File: config.mk
export PLATFORM = sky130hd
export DESIGN_NAME = rr_arbiter_flat
export DESIGN_NICKNAME = d
export VERILOG_FILES = /design/src/rtl/rr_arbiter_if.sv /design/src/rtl/rr_arbiter.sv /design/src/flat_wrapper.sv
export SDC_FILE = /design/constraint.sdc
export NUM_CORES = 1
export LEC_CHECK = 0
export BUFFER_PORTS_ARGS = -buffer_cell sky130_fd_sc_hd__buf_2
export CAP_MARGIN = 40
export CORE_MARGIN = 8
export CORE_UTILIZATION = 40
export DETAILED_ROUTE_END_ITERATION = 12
export PLACE_DENSITY = 0.65
export SLEW_MARGIN = 20
export SYNTH_ARGS = -nofsm -noshare
export SYNTH_HDL_FRONTEND = slang
export SYNTH_SLANG_ARGS = --single-unit
File: constraint.sdc
create_clock -name clk -period 2.2 [get_ports clk]
set_clock_uncertainty 0.2 [all_clocks]
set_input_delay 0.44 -clock clk [delete_from_list [all_inputs] [get_ports clk]]
set_output_delay 0.44 -clock clk [all_outputs]
set_load 0.03 [all_outputs]
File: src/rtl/rr_arbiter_if.sv
// Request/grant bundle between the requesters and the round-robin arbiter.
// master = requester side, slave = arbiter side.
interface rr_arbiter_if #(
  parameter int N   = 4,
  parameter int IDW = 2
);
  logic [N-1:0]   req;
  logic           done;
  logic [N-1:0]   gnt;
  logic [IDW-1:0] gnt_id;
  logic           busy;
  logic           any_req;
  logic           timeout;

  modport master (
    output req, done,
    input  gnt, gnt_id, busy, any_req, timeout
  );

  modport slave (
    input  req, done,
    output gnt, gnt_id, busy, any_req, timeout
  );
endinterface

File: src/rtl/rr_arbiter.sv
// Round-robin arbiter with held one-hot grants and rotating priority.
// Define ARB_TIMEOUT_EN to force release after TIMEOUT grant cycles.
module rr_arbiter #(
  parameter int N       = 4,
  parameter int IDW     = 2,
  parameter int TIMEOUT = 16
) (
  input  logic        clk,
  input  logic        rst_n,
  rr_arbiter_if.slave bus
);

  typedef enum logic {IDLE, GRANT} state_t;

  state_t         state;
  logic [N-1:0]   gnt_q;
  logic [IDW-1:0] id_q;
  logic [IDW-1:0] ptr;
  logic           busy_q;

  logic [IDW-1:0] nxt_ptr;
  logic [IDW-1:0] arb_ptr;
  logic [IDW-1:0] win;
  logic [IDW-1:0] jj;
  logic [N-1:0]   arb_req;
  logic           found;
  logic           owner_rel;
  logic           forced;
  logic           rel;

  if (IDW != $clog2(N) || TIMEOUT < 2) begin : g_bad_cfg
    $error("rr_arbiter: bad parameters");
  end

  assign nxt_ptr   = (id_q == IDW'(N - 1)) ? '0 : id_q + 1'b1;
  assign owner_rel = bus.done | ~bus.req[id_q];
  assign rel       = (state == GRANT) & (owner_rel | forced);

  // On release the old owner is masked so it cannot win back-to-back.
  always_comb begin
    arb_req = bus.req;
    arb_ptr = ptr;
    if (state == GRANT) begin
      arb_req[id_q] = 1'b0;
      arb_ptr       = nxt_ptr;
    end
    found = 1'b0;
    win   = '0;
    jj    = '0;
    for (int k = 0; k < N; k++) begin
      jj = IDW'((int'(arb_ptr) + k) % N);
      if (!found && arb_req[jj]) begin
        found = 1'b1;
        win   = jj;
      end
    end
  end

  always_ff @(posedge clk or negedge rst_n) begin
    if (!rst_n) begin
      state  <= IDLE;
      gnt_q  <= '0;
      id_q   <= '0;
      busy_q <= 1'b0;
      ptr    <= '0;
    end else begin
      if (rel)
        ptr <= nxt_ptr;
      if (state == IDLE || rel) begin
        unique case (1'b1)
          found: begin
            state  <= GRANT;
            gnt_q  <= N'(1) << win;
            id_q   <= win;
            busy_q <= 1'b1;
          end
          default: begin
            state  <= IDLE;
            gnt_q  <= '0;
            id_q   <= '0;
            busy_q <= 1'b0;
          end
        endcase
      end
    end
  end

`ifdef ARB_TIMEOUT_EN
  localparam int CW = $clog2(TIMEOUT);

  logic [CW-1:0] hold;
  logic          to_q;

  // A real release on the expiry cycle wins, so no pulse then.
  assign forced = (hold == CW'(TIMEOUT - 1)) & ~owner_rel;

  always_ff @(posedge clk or negedge rst_n) begin
    if (!rst_n) begin
      hold <= '0;
      to_q <= 1'b0;
    end else begin
      to_q <= (state == GRANT) & forced;
      if (state != GRANT || rel)
        hold <= '0;
      else
        hold <= hold + 1'b1;
    end
  end

  assign bus.timeout = to_q;
`else
  assign forced      = 1'b0;
  assign bus.timeout = 1'b0;
`endif

  assign bus.gnt     = gnt_q;
  assign bus.gnt_id  = id_q;
  assign bus.busy    = busy_q;
  assign bus.any_req = |bus.req;

endmodule

File: src/flat_wrapper.sv
// flat-port wrapper written by rule: the top's interface ports become plain ports
module rr_arbiter_flat 
#(
  parameter int N       = 4,
  parameter int IDW     = 2,
  parameter int TIMEOUT = 16
)
  (clk, rst_n, bus_req, bus_done, bus_gnt, bus_gnt_id, bus_busy, bus_any_req, bus_timeout);
  rr_arbiter_if #(.N(N), .IDW(IDW)) bus_i ();
  input  logic clk;
  input  logic rst_n;
  input wire logic [$bits(bus_i.req)-1:0] bus_req;
  input wire logic [$bits(bus_i.done)-1:0] bus_done;
  output wire logic [$bits(bus_i.gnt)-1:0] bus_gnt;
  output wire logic [$bits(bus_i.gnt_id)-1:0] bus_gnt_id;
  output wire logic [$bits(bus_i.busy)-1:0] bus_busy;
  output wire logic [$bits(bus_i.any_req)-1:0] bus_any_req;
  output wire logic [$bits(bus_i.timeout)-1:0] bus_timeout;
  assign bus_i.req = bus_req;
  assign bus_i.done = bus_done;
  assign bus_gnt = bus_i.gnt;
  assign bus_gnt_id = bus_i.gnt_id;
  assign bus_busy = bus_i.busy;
  assign bus_any_req = bus_i.any_req;
  assign bus_timeout = bus_i.timeout;
  rr_arbiter #(.N(N), .IDW(IDW), .TIMEOUT(TIMEOUT)) u_core (.clk(clk), .rst_n(rst_n), .bus(bus_i));
endmodule
---- Yosys cells after proc, flatten, opt, wreduce, memory -nomap -nowiden ----
Index checks and enable logic that the tools add are counted.
word-level totals
  register bits after elaboration ......... 9
  bits of input ports ..................... 7
  output and inout bits ................... 9
  logic and storage cells ................. 57
cells by class
  $add $sub $neg .......................... 4
  $lt $le $gt $ge ......................... 6
  equality and inequality tests ........... 1
  shift-type cells ........................ 1
  mux-type cells .......................... 26
  bitwise gates (word level) .............. 6
  reductions and logical operators ........ 9
operators by type and width
  operator             number
  $lt 2x3->1 const B   5
  $mux 2               7
  $mux 1               11
  $bmux 1 s2           5
  $mux 4               2
  $add 2x1->2 const B  2
  $add 2x2->2 const B  2
  $and 4x4->4          1
  $logic_and 1x1->1    4
  $not 4->4            1
  $reduce_or 4->1      1
  $shl 1x2->4 const A  1
  $logic_not 1->1      3
  $demux 1 s2          1
  $eq 2x2->1 const B   1
  $ge 2x1->1 const B   1
  $not 1->1            2
  $and 1x1->1          1
  $logic_or 1x1->1     1
  $or 1x1->1           1

---- Logic depth before layout (Yosys ltp) ----
Gate-level depths: netlist of the first run.
  depth after elaboration ................. 21
  gate-level depth with buffers ........... 7
  gate-level depth less buffers ........... 7

---- Worst setup path before layout of the first run ----
OpenSTA, ideal clock, no wires.
  kind .................................... register to register
  start point ............................. register u_core.id_q[0] (netlist: u_core.bus.gnt_id[0])
  end point ............................... register u_core.gnt_q[0] (netlist: u_core.bus.gnt[0])
  library setup time ...................... 0.122 ns
  arrival ................................. 2.287 ns
  setup slack ............................. -0.408 ns
  stages on the path, launching flop included .. 8
  path buffers ............................ 0
  cells stage by stage .................... dfrtp_1 inv_1 ha_1 or4b_1 nand4_1 a21oi_1 or3_4 a32o_1
on the way
  elaborated cells on any way between the ends .. 45
  classes of those cells .................. add/sub: 4; order compare: 2; eq/ne: 1; shift: 1; mux: 24; bitwise: 5; reduce/logical: 8
RTL lines
  element                                               RTL line          text
  start, declared                                       rr_arbiter.sv:17  logic [IDW-1:0] id_q;
  start signal, assigned                                rr_arbiter.sv:74  id_q <= win;
  $add 2x1->2 or $eq 2x2->1 (tied branches)             rr_arbiter.sv:35  assign nxt_ptr = (id_q == IDW'(N - 1)) ? '0 : id_q + 1'b1;
  $mux 2 (*)                                            rr_arbiter.sv:35
  via u_core.nxt_ptr[1]                                 rr_arbiter.sv:21  logic [IDW-1:0] nxt_ptr;
  $mux 2 (*)                                            rr_arbiter.sv:43  if (state == GRANT) begin
  branches (longest 13 deep; another with $add 2x1->2)  --
  $mux 4 (*)                                            rr_arbiter.sv:70  unique case (1'b1)
  end signal, assigned                                  rr_arbiter.sv:73  gnt_q <= N'(1) << win;
  end, declared                                         rr_arbiter.sv:16  logic [N-1:0] gnt_q;
Mark *: on every way through the listed nets, which the timed path passes. The select of a mux whose other input is x is not followed.
A chain may end at the register's enable or synchronous reset.

---- Worst setup path after layout of the first run ----
Ends and elaborated chain as after synthesis.

==> results of run 1 <==
## final timing paths
kind	endpoint	slack, ns	depth (start not counted)
max	u_core.bus.gnt[0]	-0.07	7
min	u_core.bus.gnt[3]	0.28	2
max reg2reg	u_core.bus.gnt[0]	-0.07	7
min reg2reg	u_core.bus.gnt[3]	0.28	2
max in group asynchronous	u_core.bus.gnt_id[0]	1.26	2
min in group asynchronous	u_core.bus.gnt[1]	0.35	2
## metal layers
metal | vias up | routed length (um) | track usage | share of wire
met4 | 0 | 8 | 0.0275 | 0.0052
met5 | - | 0 | 0 | 0
met3 | 2 | 81 | 0.0562 | 0.053
met1 | 287 | 660 | 0.107 | 0.43
li1 | 304 | - | - | -
met2 | 8 | 773 | 0.172 | 0.51
## report_power, final
group,internal (uW),switching [uW],total [uW],leakage [uW]
sequential,246,54.6,300,0.000107
combinational,463,487,950,0.000293
clock,66.9,59.6,126,0.0000177
## state kept, by name, summed over array words and instances, names as in the netlist
| register | cells |
|---|---|
| u_core.bus.gnt_id | 2 |
| u_core.bus.busy | 1 |
| u_core.bus.gnt | 4 |
| u_core.ptr | 2 |
## kinds of logic (layout without fill, tap and decap cells)
kind of cell	count (synthesis)	in the layout	share of synthesized area
muxes	6	6	0.101
and+or+nand+nor	27	27	0.235
adders and majority gates	4	4	0.0763
buffers and inverters	7	34	0.0477
DFF	9	9	0.344
other	1	1	0.00572
AOI/OAI and AO/OA	17	17	0.191
## repair_timing
action                                  in CTS  in global routing
gates resized for setup                      1                  1
hold endpoints to repair                     9                  0
buffers inserted                             0                  1
pin swaps                                    1                  2
hold buffers                                 1                  0
endpoints found under the setup margin       3                  6
## per-stage QoR
| step | instance area (um^2) | instances | setup slack, ns | hold WS [ns] |
|---|---|---|---|---|
| 6_report | 872 | 114 | -0.0742 | 0.278 |
| 5_1_grt | 872 | 114 | -0.122 | 0.301 |
| 3_3_place_gp | 820 | 108 | -0.0246 | 0.0983 |
| 3_5_place_dp | 820 | 108 | -0.0565 | 0.104 |
| 4_1_cts | 857 | 113 | -0.0486 | 0.284 |
| 2_1_floorplan | 671 | 71 | -0.106 | -0.0556 |
## synth_stat cells
cell type	n
a21boi_0	3
a21o_1	1
a21oi_1	2
a22o_1	1
a31oi_1	1
a32o_1	1
a32oi_1	1
buf_2	1
buf_4	1
clkbuf_1	1
conb_1	1
dfrtp_1	9
ha_1	4
inv_1	4
mux2_2	5
mux2i_1	1
nand2_1	5
nand2b_1	5
nand3_1	1
nand4_1	1
nand4b_1	1
nor2_1	6
nor2b_1	1
nor3_1	2
nor3b_1	2
o21a_1	1
o21ai_0	2
o21bai_1	2
o22ai_1	1
o31ai_2	1
or3_4	1
or3b_2	1
or4b_1	1
## final cells by class
class                   instances  area (um^2)  share of cell area
flip-flops and latches          9          228               0.261
well taps                      16         20.0              0.0230
clock inverters                 1         5.00             0.00574
inverters                       4         15.0              0.0172
clock buffers                   3         22.5              0.0258
multi-input cells              55          419               0.481
repair buffers                 26          163               0.187
## critical path: cells and delay by family, from the launching register on
family | cells | cell delay [ns]
AOI/OAI and AO/OA | 2 | 0.29
adders and majority gates | 1 | 0.20
buffers and inverters | 1 | 0.08
DFF | 1 | 0.43
and+or+nand+nor | 3 | 0.95
==> summary.txt, run 1 <==
Floorplanning
  • # IOs: 16
  • FP Rows: 14
  • Core ar.: 0.00152 mm^2
  • DIE AREA: 0.00319 mm^2
  • Initial Utilization: 0.430
  • Die height: 56.5 um
  • Die X: 56.5 um

Flow run
  • Max cap viols: 0

GRT
  • Global Route Usage Sum: 0.103
  • Vias in the first global route: 611
  • Global-route wire length before repair: 2.67 mm
  • Total grt overflow: 0
  • Initial antenna violation count: 0
  • Largest net degree at the start of global routing: 12

Final layout
  • # fillers: 136
  • Fin util: 0.572
  • Area grow syn2layout: 33.0%
  • Share of layout cells above drive strength 1: 0.439
  • Commonest non-fill, non-tap cell in the layout: buf_2
  • Commonest non-fill, non-tap cells in the layout: buf_2, buf_4, dfrtp_1
  • Layout Nets: 110
  • Diode count: 0

Critical path
  • Crit path DAT: 2.22 ns
  • Reg2reg start: u_core.bus.gnt_id[0]
  • Data required, critical path: 2.14 ns
  • Setup CP Type: flip-flop to flip-flop
  • Critical path endpoint category: flip-flop
  • Cell chain of the critical path: inv_2 > ha_4 > or4b_1 > nand4_1 > a21oi_1 > or3_4 > a32o_1
  • CP max FO: 5
  • Crit path launch: u_core.bus.gnt_id[0]
  • Critical Path Max Stage Delay: 0.46 ns
  • CP Launch Type: flip-flop
  • CP max stage cell: or4b_1

Synth
  • Register area share after synthesis: 0.344
  • Synth top area share: 0.344
  • FF+latch count, synth: 9
  • Post-Syn Nets: 82
  • Gate Count Post-Synth: 71
  • Syn avg cell area: 9.23 um^2
  • Main area contributors after synthesis: dfrtp_1, mux2_2, ha_1
  • Ys Warns: 0
  • Unique masters post-synth: 33
  • Cell taking the most area after synthesis: dfrtp_1
  • Mapped cell area: 656 um^2

Drt
  • Post-route ant nets: 0
  • Drt initial violations: 1
  • Via density: 5.27
  • Vias: 601
  • Routed wire length: 1.52 mm
  • 1st-pass router iterations: 3
  • Wire per inst: 13.4 um
  • Remaining DRCs: 0

CTS
  • Clk slew on worst S/H paths: 0.07 ns
  • TritonCTS clock tree: done
  • Clock Latency Late Sink: 0.26 ns
  • Root buf cell: clkbuf_4
  • TritonCTS Buffers: 3
  • Clk buf depth: 2
  • Clk sinks: 9
  • H-Tree Level Count: 1

STA
  • Fin worst setup slack: -0.0742 ns
  • TNS Setup: -0.124 ns
  • RSZ-0062 raised after global routing: true
  • Hold Vio Cnt, Final: 0
  • Fmax: 440 MHz
  • Fin crit period: 2.27 ns
  • Final period utilization: 1.03
  • # setup viols final: 3
  • Final Max Tran Viols: 0

Min path
  • HP Class: flip-flop to flip-flop
  • Min-delay src: u_core.bus.gnt[3]

Power and ir drop
  • Worst vdd ir: 0.000849 V
  • Pwr dens: 1580 mW/mm^2
  • Final Power: 1380 uW
  • Pleak: 0.000418 uW

Run status
  • Failing checks: negative setup slack
  • Status: finished, violations left

Placed design
  • GP Congestion: 0.814
  • Port buffer count: 14
  • Post-DP HPWL: 1.25 mm
(Power assumes the default switching activity.)
==> run 2, diff against run 1 <==
--- a/config.mk
+++ b/config.mk
@@ -6,11 +6,12 @@
 export NUM_CORES = 1
 export LEC_CHECK = 0
 export BUFFER_PORTS_ARGS = -buffer_cell sky130_fd_sc_hd__buf_2
-export CAP_MARGIN = 40
 export CORE_MARGIN = 8
 export CORE_UTILIZATION = 40
 export DETAILED_ROUTE_END_ITERATION = 12
+export GPL_TIMING_DRIVEN = 0
 export PLACE_DENSITY = 0.65
+export SKIP_LAST_GASP = 1
 export SLEW_MARGIN = 20
 export SYNTH_ARGS = -nofsm -noshare
 export SYNTH_HDL_FRONTEND = slang
==> run 2 against run 1 <==
Effect of this change:
- critical path depth down 1
- clock power barely moved
- design area fell by 3.7%
- power shrank 4.2%
- the flow still finishes with violations (negative setup slack)
- first-iteration DRC count rose to 8.0 times the previous value
- largest power group unchanged
- cell count decreased by 3.5%
- global-route usage grew 0.75 points
- largest cell class unchanged
==> summary.txt, run 2 (same netlist as run 1, synthesis figures left out) <==
Final layout
  • Commonest non-fill, non-tap cells in the layout: buf_2, dfrtp_1, nor2_1
  • Commonest non-fill, non-tap cell in the layout: buf_2
  • Diode count: 0 (unchanged)
  • Largest register FFs: 4 (unchanged)
  • Share of layout cells above drive strength 1: 0.415 (-0.0239)
  • Non-filler cells, final: 110 (-3.5%)
  • # fillers: 145 (+6.6%)
  • Fin area: 840 um^2 (-3.7%)
  • Layout Nets: 106 (-3.6%)
  • Area grow syn2layout: 28.1%
  • Fin util: 0.551 (-0.0213)

Power and ir drop
  • Final Power: 1320 uW (-4.2%)
  • Sequential power share: 0.235 (+0.017)
  • Clk pwr share: 0.097 (+0.005)
  • Worst vdd ir: 0.000811 V (-4.5%)
  • Sw frac: 0.459 (+0.0227)
  • Comb pwr share: 0.668 (-0.022)
  • Sw power: 606 uW (+0.81%)
  • Int Pwr: 714 uW (-8.0%)
  • Pleak: 0.000389 uW (-6.9%)
  • Pwr dens: 1570 mW/mm^2 (-0.46%)

CTS
  • TritonCTS Buffers: 3 (unchanged)
  • Clk buf depth: 2 (unchanged)
  • Clock Latency Late Sink: 0.27 ns (about the same)
  • Clk slew on worst S/H paths: 0.06 ns (about the same)
  • Root buf cell: clkbuf_4
  • H-Tree Level Count: 1 (unchanged)
  • Clk sinks: 9 (unchanged)
  • TritonCTS clock tree: done

GRT
  • Vias in the first global route: 620 (+1.5%)
  • Global-route wire length before repair: 2.79 mm (+4.6%)
  • Initial antenna violation count: 0 (unchanged)
  • Global Route Usage Sum: 0.110 (+0.00746)
  • Largest net degree at the start of global routing: 11 (-1)
  • Total grt overflow: 0 (unchanged)

STA
  • # setup viols final: 5 (+2)
  • Final Max Tran Viols: 0 (unchanged)
  • Fin crit period: 2.30 ns (+0.0305 ns)
  • Fin worst setup slack: -0.105 ns (-0.0305 ns)
  • Fmax: 434 MHz (-1.3%)
  • RSZ-0062 raised after global routing: true
  • Final period utilization: 1.05 (+0.0139)
  • TNS Setup: -0.331 ns (-0.207 ns)
  • Hold Vio Cnt, Final: 0 (unchanged)

Critical path
  • CP Launch Type: flip-flop
  • Critical Path Max Stage Delay: 0.51 ns (+0.05 ns)
  • CP max FO: 5 (unchanged)
  • Worst path buffer plus inverter count: 0 (-1)
  • Setup CP Type: flip-flop to flip-flop
  • Reg2reg end: u_core.bus.gnt[2]
  • Critical path endpoint category: flip-flop
  • CP max stage cell: or4b_1
  • CP top delay family: simple AND/OR/NAND/NOR gates
  • Cell chain of the critical path: ha_2 > or4b_1 > nand4_1 > a21oi_2 > or3_4 > a22o_1
  • Crit path DAT: 2.25 ns (+0.03 ns)
  • Reg2reg start: u_core.bus.gnt_id[0]
  • Worst Reg-to-Reg Cells: 6 (-1)
  • Internal reg-to-reg setup slack: -0.10 ns (-0.03 ns)
  • Data required, critical path: 2.14 ns (about the same)

Drt
  • Post-route ant nets: 0 (unchanged)
  • Vias: 605 (+0.67%)
  • Remaining DRCs: 0 (unchanged)
  • Routed wire length: 1.61 mm (+5.9%)
  • Drt initial violations: 8 (+7)
  • 1st-pass router iterations: 4 (+1)
  • Wire per inst: 14.7 um (+9.8%)
  • Via density: 5.50 (+4.3%)

Floorplanning
  • Initial Utilization: 0.430 (unchanged)
  • Core ar.: 0.00152 mm^2 (unchanged)
  • Die X: 56.5 um (unchanged)
  • # IOs: 16 (unchanged)
  • FP Rows: 14 (unchanged)
  • DIE AREA: 0.00319 mm^2 (unchanged)
  • Die height: 56.5 um (unchanged)

Placed design
  • Post-DP HPWL: 1.15 mm (-8.5%)
  • Port buffer count: 14 (unchanged)
  • GP Congestion: 0.841 (+3.4%)
  • Placed insts: 101 (-6.5%)
  • Dpl cell area: 761 um^2 (-7.2%)

Min path
  • Min-delay src: bus_done
  • HP Class: primary input to flip-flop
  • Hold Path Stages: 3 (+1)
  • Worst Hold Endpoint: u_core.bus.gnt_id[0]

Run status
  • Failing checks: negative setup slack
  • Status: finished, violations left

Flow run
  • Max cap viols: 0 (unchanged)
-- run 2: area by class of cell --
type	count	area, um^2	share of cell area
well taps	16	20.0	0.0238
clock buffers	4	26.3	0.0313
plain buffers	3	16.3	0.0194
flip-flops and latches	9	228	0.271
multi-input cells	55	422	0.502
repair buffers	19	110	0.131
inverters	4	17.5	0.0209
-- run 2: power groups by stage --
stage	sequential, uW	combinational [uW]	clock, uW
final	310	882	128
after global routing	323	980	142
after CTS	311	842	131
after detailed placement	324	767	0
after global placement	325	754	0
after floorplan	408	493	0
-- run 2: worst min-delay path, cell delays in order --
cell	delay, ns
buf_2	0.10
nand4b_1	0.12
o21ai_2	0.05
-- run 2: worst max path at each step --
stage	start	to	slack (ns)	depth (start not counted)
detailed placement	u_core.bus.gnt_id[0]	u_core.bus.gnt[0]	-0.14	6
global placement	u_core.bus.gnt_id[0]	u_core.bus.gnt[0]	-0.13	7
floorplan	u_core.bus.gnt_id[0]	u_core.bus.gnt[0]	-0.11	7
finish	u_core.bus.gnt_id[0]	u_core.bus.gnt[2]	-0.10	6
CTS	u_core.bus.gnt_id[0]	u_core.bus.gnt[2]	-0.08	6
global route	u_core.bus.gnt_id[0]	u_core.bus.gnt[2]	-0.18	7
-- run 2: timing repair --
item | 4_1_cts | 5_1_grt
hold buffers | 1 | 0
buffers inserted | 3 | 1
pin swaps | 0 | 0
gates cloned | 0 | 0
hold endpoints to repair | 9 | 0
setup endpoints to repair | 5 | 6
gates resized for setup | 3 | 3
-- run 2: routing by layer --
metal	global-route usage	vias to the layer above	routed length (um)
met3	0.0517	2	84
met4	0.0378	0	8
met1	0.130	287	722
met2	0.169	13	797
li1	-	303	-
met5	0	-	0
-- run 2: per-stage QoR --
| step | hold WS, ns | setup WS, ns |
|---|---|---|
| after floorplan | -0.0556 | -0.106 |
| after global placement | 0.0973 | -0.127 |
| after detailed placement | 0.101 | -0.143 |
| after CTS | 0.276 | -0.0842 |
| after global routing | 0.292 | -0.178 |
| final | 0.277 | -0.105 |
==> run 3, diff against run 2 <==
--- a/config.mk
+++ b/config.mk
@@ -5,12 +5,14 @@
 export SDC_FILE = /design/constraint.sdc
 export NUM_CORES = 1
 export LEC_CHECK = 0
+export ABC_AREA = 1
 export BUFFER_PORTS_ARGS = -buffer_cell sky130_fd_sc_hd__buf_2
+export CORE_ASPECT_RATIO = 1.75
 export CORE_MARGIN = 8
 export CORE_UTILIZATION = 40
+export CTS_CLUSTER_SIZE = 28
 export DETAILED_ROUTE_END_ITERATION = 12
 export GPL_TIMING_DRIVEN = 0
-export PLACE_DENSITY = 0.65
 export SKIP_LAST_GASP = 1
 export SLEW_MARGIN = 20
 export SYNTH_ARGS = -nofsm -noshare
==> run 3 against run 2 <==
Effect of this change:
- worst setup slack better by 0.19 ns
- register-to-register slack better by 0.19 ns
- highest routed layer unchanged
- the flow now finishes without violations
- non-clock buffer count increased by 8
- first-iteration DRC count increased by 88%
==> summary.txt, run 3 <==
Final layout
  • Share of layout cells above drive strength 1: 0.476 (+0.0616)
  • Fin util: 0.591 (+0.0400)
  • FF+latch area: 228 um^2 (unchanged)
  • Largest register FFs: 4 (unchanged)
  • Diode count: 0 (unchanged)
  • Area grow syn2layout: 43.0%
  • Multi-input gate area: 717 um^2 (+70%)
  • Commonest non-fill, non-tap cell in the layout: nand2_1
  • Layout Nets: 182 (+72%)
  • # fillers: 221 (+52%)
  • Commonest non-fill, non-tap cells in the layout: nand2_1, nand2_2, nand3_1

Placed design
  • Post-DP HPWL: 1.77 mm (+55%)
  • Port buffer count: 14 (unchanged)
  • Place WS: -0.0697 ns (+0.0729 ns)
  • GP Congestion: 0.777 (-7.7%)

Drt
  • 1st-pass router iterations: 4 (unchanged)
  • Routed wire length: 2.52 mm (+56%)
  • Drt initial violations: 15 (+7)
  • Remaining DRCs: 0 (unchanged)
  • Post-route ant nets: 0 (unchanged)
  • Via density: 4.98 (-9.4%)
  • Wire per inst: 12.9 um (-12%)
  • Vias: 972 (+61%)

GRT
  • Met3 Use GR: 0.0131 (-0.0386)
  • Grt peak-use layer: met2
  • Total grt overflow: 0 (unchanged)
  • Largest net degree at the start of global routing: 11 (unchanged)
  • Met2 Usage GRT: 0.235 (+0.0658)
  • Global-route wire length before repair: 3.92 mm (+40%)
  • Met1 usage: 0.105 (-0.0251)
  • Global Route Usage Sum: 0.118 (+0.00760)
  • Initial antenna violation count: 0 (unchanged)
  • Vias in the first global route: 958 (+55%)

Synth
  • Compound-Gate Fraction of Synth Area: 0.105 (-0.0856)
  • Post-Syn Nets: 149 (+82%)
  • Register area share after synthesis: 0.243 (-0.101)
  • Post-synthesis simple-gate area fraction: 0.476 (+0.242)
  • Mapped cell area: 927 um^2 (+41%)
  • FF+latch count, synth: 9 (unchanged)
  • Syn avg cell area: 6.72 um^2 (-27%)
  • Post-Synth Adder-Cell Area: 0.0540 (-0.0224)
  • Main area contributors after synthesis: dfrtp_1, nand2_1, nand3_1
  • Primary FF master, synth: dfrtp_1
  • Ys Warns: 0 (unchanged)
  • Unique masters post-synth: 24 (-27%)
  • EDFF count, synth: 0 (unchanged)
  • Mux cell area share after synthesis: 0 (-0.101)
  • Gate Count Post-Synth: 138 (+94%)
  • Most common cell in the netlist: nand2_1
  • Post-synth ARST share: 1.00 (unchanged)
  • Synth top cells by count: nand2_1, nand3_1, inv_1
  • Post-synthesis xor/xnor area fraction: 0 (unchanged)
  • Cell taking the most area after synthesis: dfrtp_1
  • Synth top area share: 0.243 (-0.101)
  • Largest family of logic cells by synthesized area: simple AND/OR/NAND/NOR gates

Critical path
  • Crit path launch: u_core.bus.gnt_id[1]
  • CP top delay family: simple AND/OR/NAND/NOR gates
  • CP max FO: 5 (unchanged)
  • Worst Reg-to-Reg Cells: 15 (+9)
  • Critical path endpoint category: flip-flop
  • Setup CP Type: flip-flop to flip-flop
  • Crit path to: u_core.bus.gnt[3]
  • CP Launch Type: flip-flop
  • Cell chain of the critical path: ha_4 > nor2_4 > nand2_4 > nand2_4 > clkbuf_16 > nand2_2 > nand2_2 > nand2_2 > nand2_4 > nand3_1 > nand2_2 > nand3_4 > inv_2 > nand2_1 > nand2_1
  • Reg2reg start: u_core.bus.gnt_id[1]
  • Worst path buffer plus inverter count: 2 (+2)
  • CP max stage cell: dfrtp_2
  • Data required, critical path: 2.17 ns (+0.03 ns)
  • Most used cell, CP: nand2_2
  • Internal reg-to-reg setup slack: 0.09 ns (+0.19 ns)
  • Crit path DAT: 2.08 ns (-0.17 ns)
  • Critical Path Max Stage Delay: 0.45 ns (-0.06 ns)
  • CP Depth: 15 (+9)
  • Reg2reg end: u_core.bus.gnt[3]

STA
  • Final Max Tran Viols: 0 (unchanged)
  • Fin crit period: 2.11 ns (-0.192 ns)
  • # setup viols final: 0 (-5)
  • Worst Hold Margin: 0.273 ns (-0.00413 ns)
  • Fmax: 473 MHz (+9.1%)
  • RSZ-0062 raised after global routing: true
  • Hold Vio Cnt, Final: 0 (unchanged)
  • Fin worst setup slack: 0.0874 ns (+0.192 ns)
  • Final period utilization: 0.960 (-0.0873)

CTS
  • TritonCTS clock tree: done
  • TritonCTS Buffers: 3 (unchanged)
  • Clk sinks: 9 (unchanged)
  • Clk slew on worst S/H paths: 0.04 ns (-0.02 ns)
  • H-Tree Level Count: 1 (unchanged)
  • Clk buf depth: 2 (unchanged)
  • Root buf cell: clkbuf_8
  • Clock Latency Late Sink: 0.23 ns (-0.04 ns)

Floorplanning
  • FP Rows: 23 (+9)
  • Initial Utilization: 0.413 (-0.0172)
  • # IOs: 16 (unchanged)
  • Core ar.: 0.00224 mm^2 (+47%)
  • Die X: 52.4 um (-7.2%)
  • DIE AREA: 0.00418 mm^2 (+31%)
  • Die height: 79.7 um (+41%)

Min path
  • HP Class: flip-flop to flip-flop

Flow run
  • Max cap viols: 0 (unchanged)

Run status
  • Status: finished clean
## run 3: cell families after synthesis
logic type      Yosys count
compound gates           15
fa+ha+maj                 4
buf+inv                  21
flops                     9
other cells               1
simple gates             88
## run 3: how the worst min path moves through the flow
stage                            from                 to  slack (ns)  cells after the start
detailed placement              rst_n  u_core.bus.gnt[0]        0.10                      1
finish              u_core.bus.gnt[2]  u_core.bus.gnt[2]        0.27                      2
floorplan                       rst_n    u_core.bus.busy       -0.06                      0
global route        u_core.bus.gnt[2]  u_core.bus.gnt[2]        0.31                      2
CTS                 u_core.bus.gnt[2]  u_core.bus.gnt[2]        0.28                      2
global placement                rst_n  u_core.bus.gnt[0]         0.1                      1
## run 3: what timing repair did
item,in CTS,in global routing
hold buffers,1,0
resized for setup,3,32
setup endpoints to repair,6,6
cloned,0,2
endpoints found under the hold margin,9,0
pin swaps,1,17
buffers inserted,3,8
## run 3: area by class of cell
class,count,share of cell area
multi-input cells,109,0.541
flip-flops and latches,9,0.172
repair buffers,27,0.144
inverters,18,0.0604
clock buffers,4,0.0340
plain buffers,3,0.0255
well taps,25,0.0236
## run 3: per-stage QoR
stage / std cells / setup TNS [ns] / cell area [um^2]
2_1_floorplan: 138 / 0 / 928
3_3_place_gp: 177 / -0.209 / 1030
3_5_place_dp: 177 / -0.336 / 1030
4_1_cts: 185 / 0 / 1110
5_1_grt: 195 / -0.0647 / 1330
6_report: 195 / 0 / 1330
## run 3: tightest hold or removal path: cells and delay by family (launching register included)
family | cells | cell delay [ns]
flops | 1 | 0.33
simple gates | 2 | 0.10
## run 3: per-layer routing
layer	share of wire	wire, um
met1	0.37	934
met2	0.58	1450
met3	0.011	28
met4	0.041	102
met5	0	0
Power of run 3 is not shown: default switching activity piles up to over one toggle a cycle in this logic, so the estimate is an artifact.
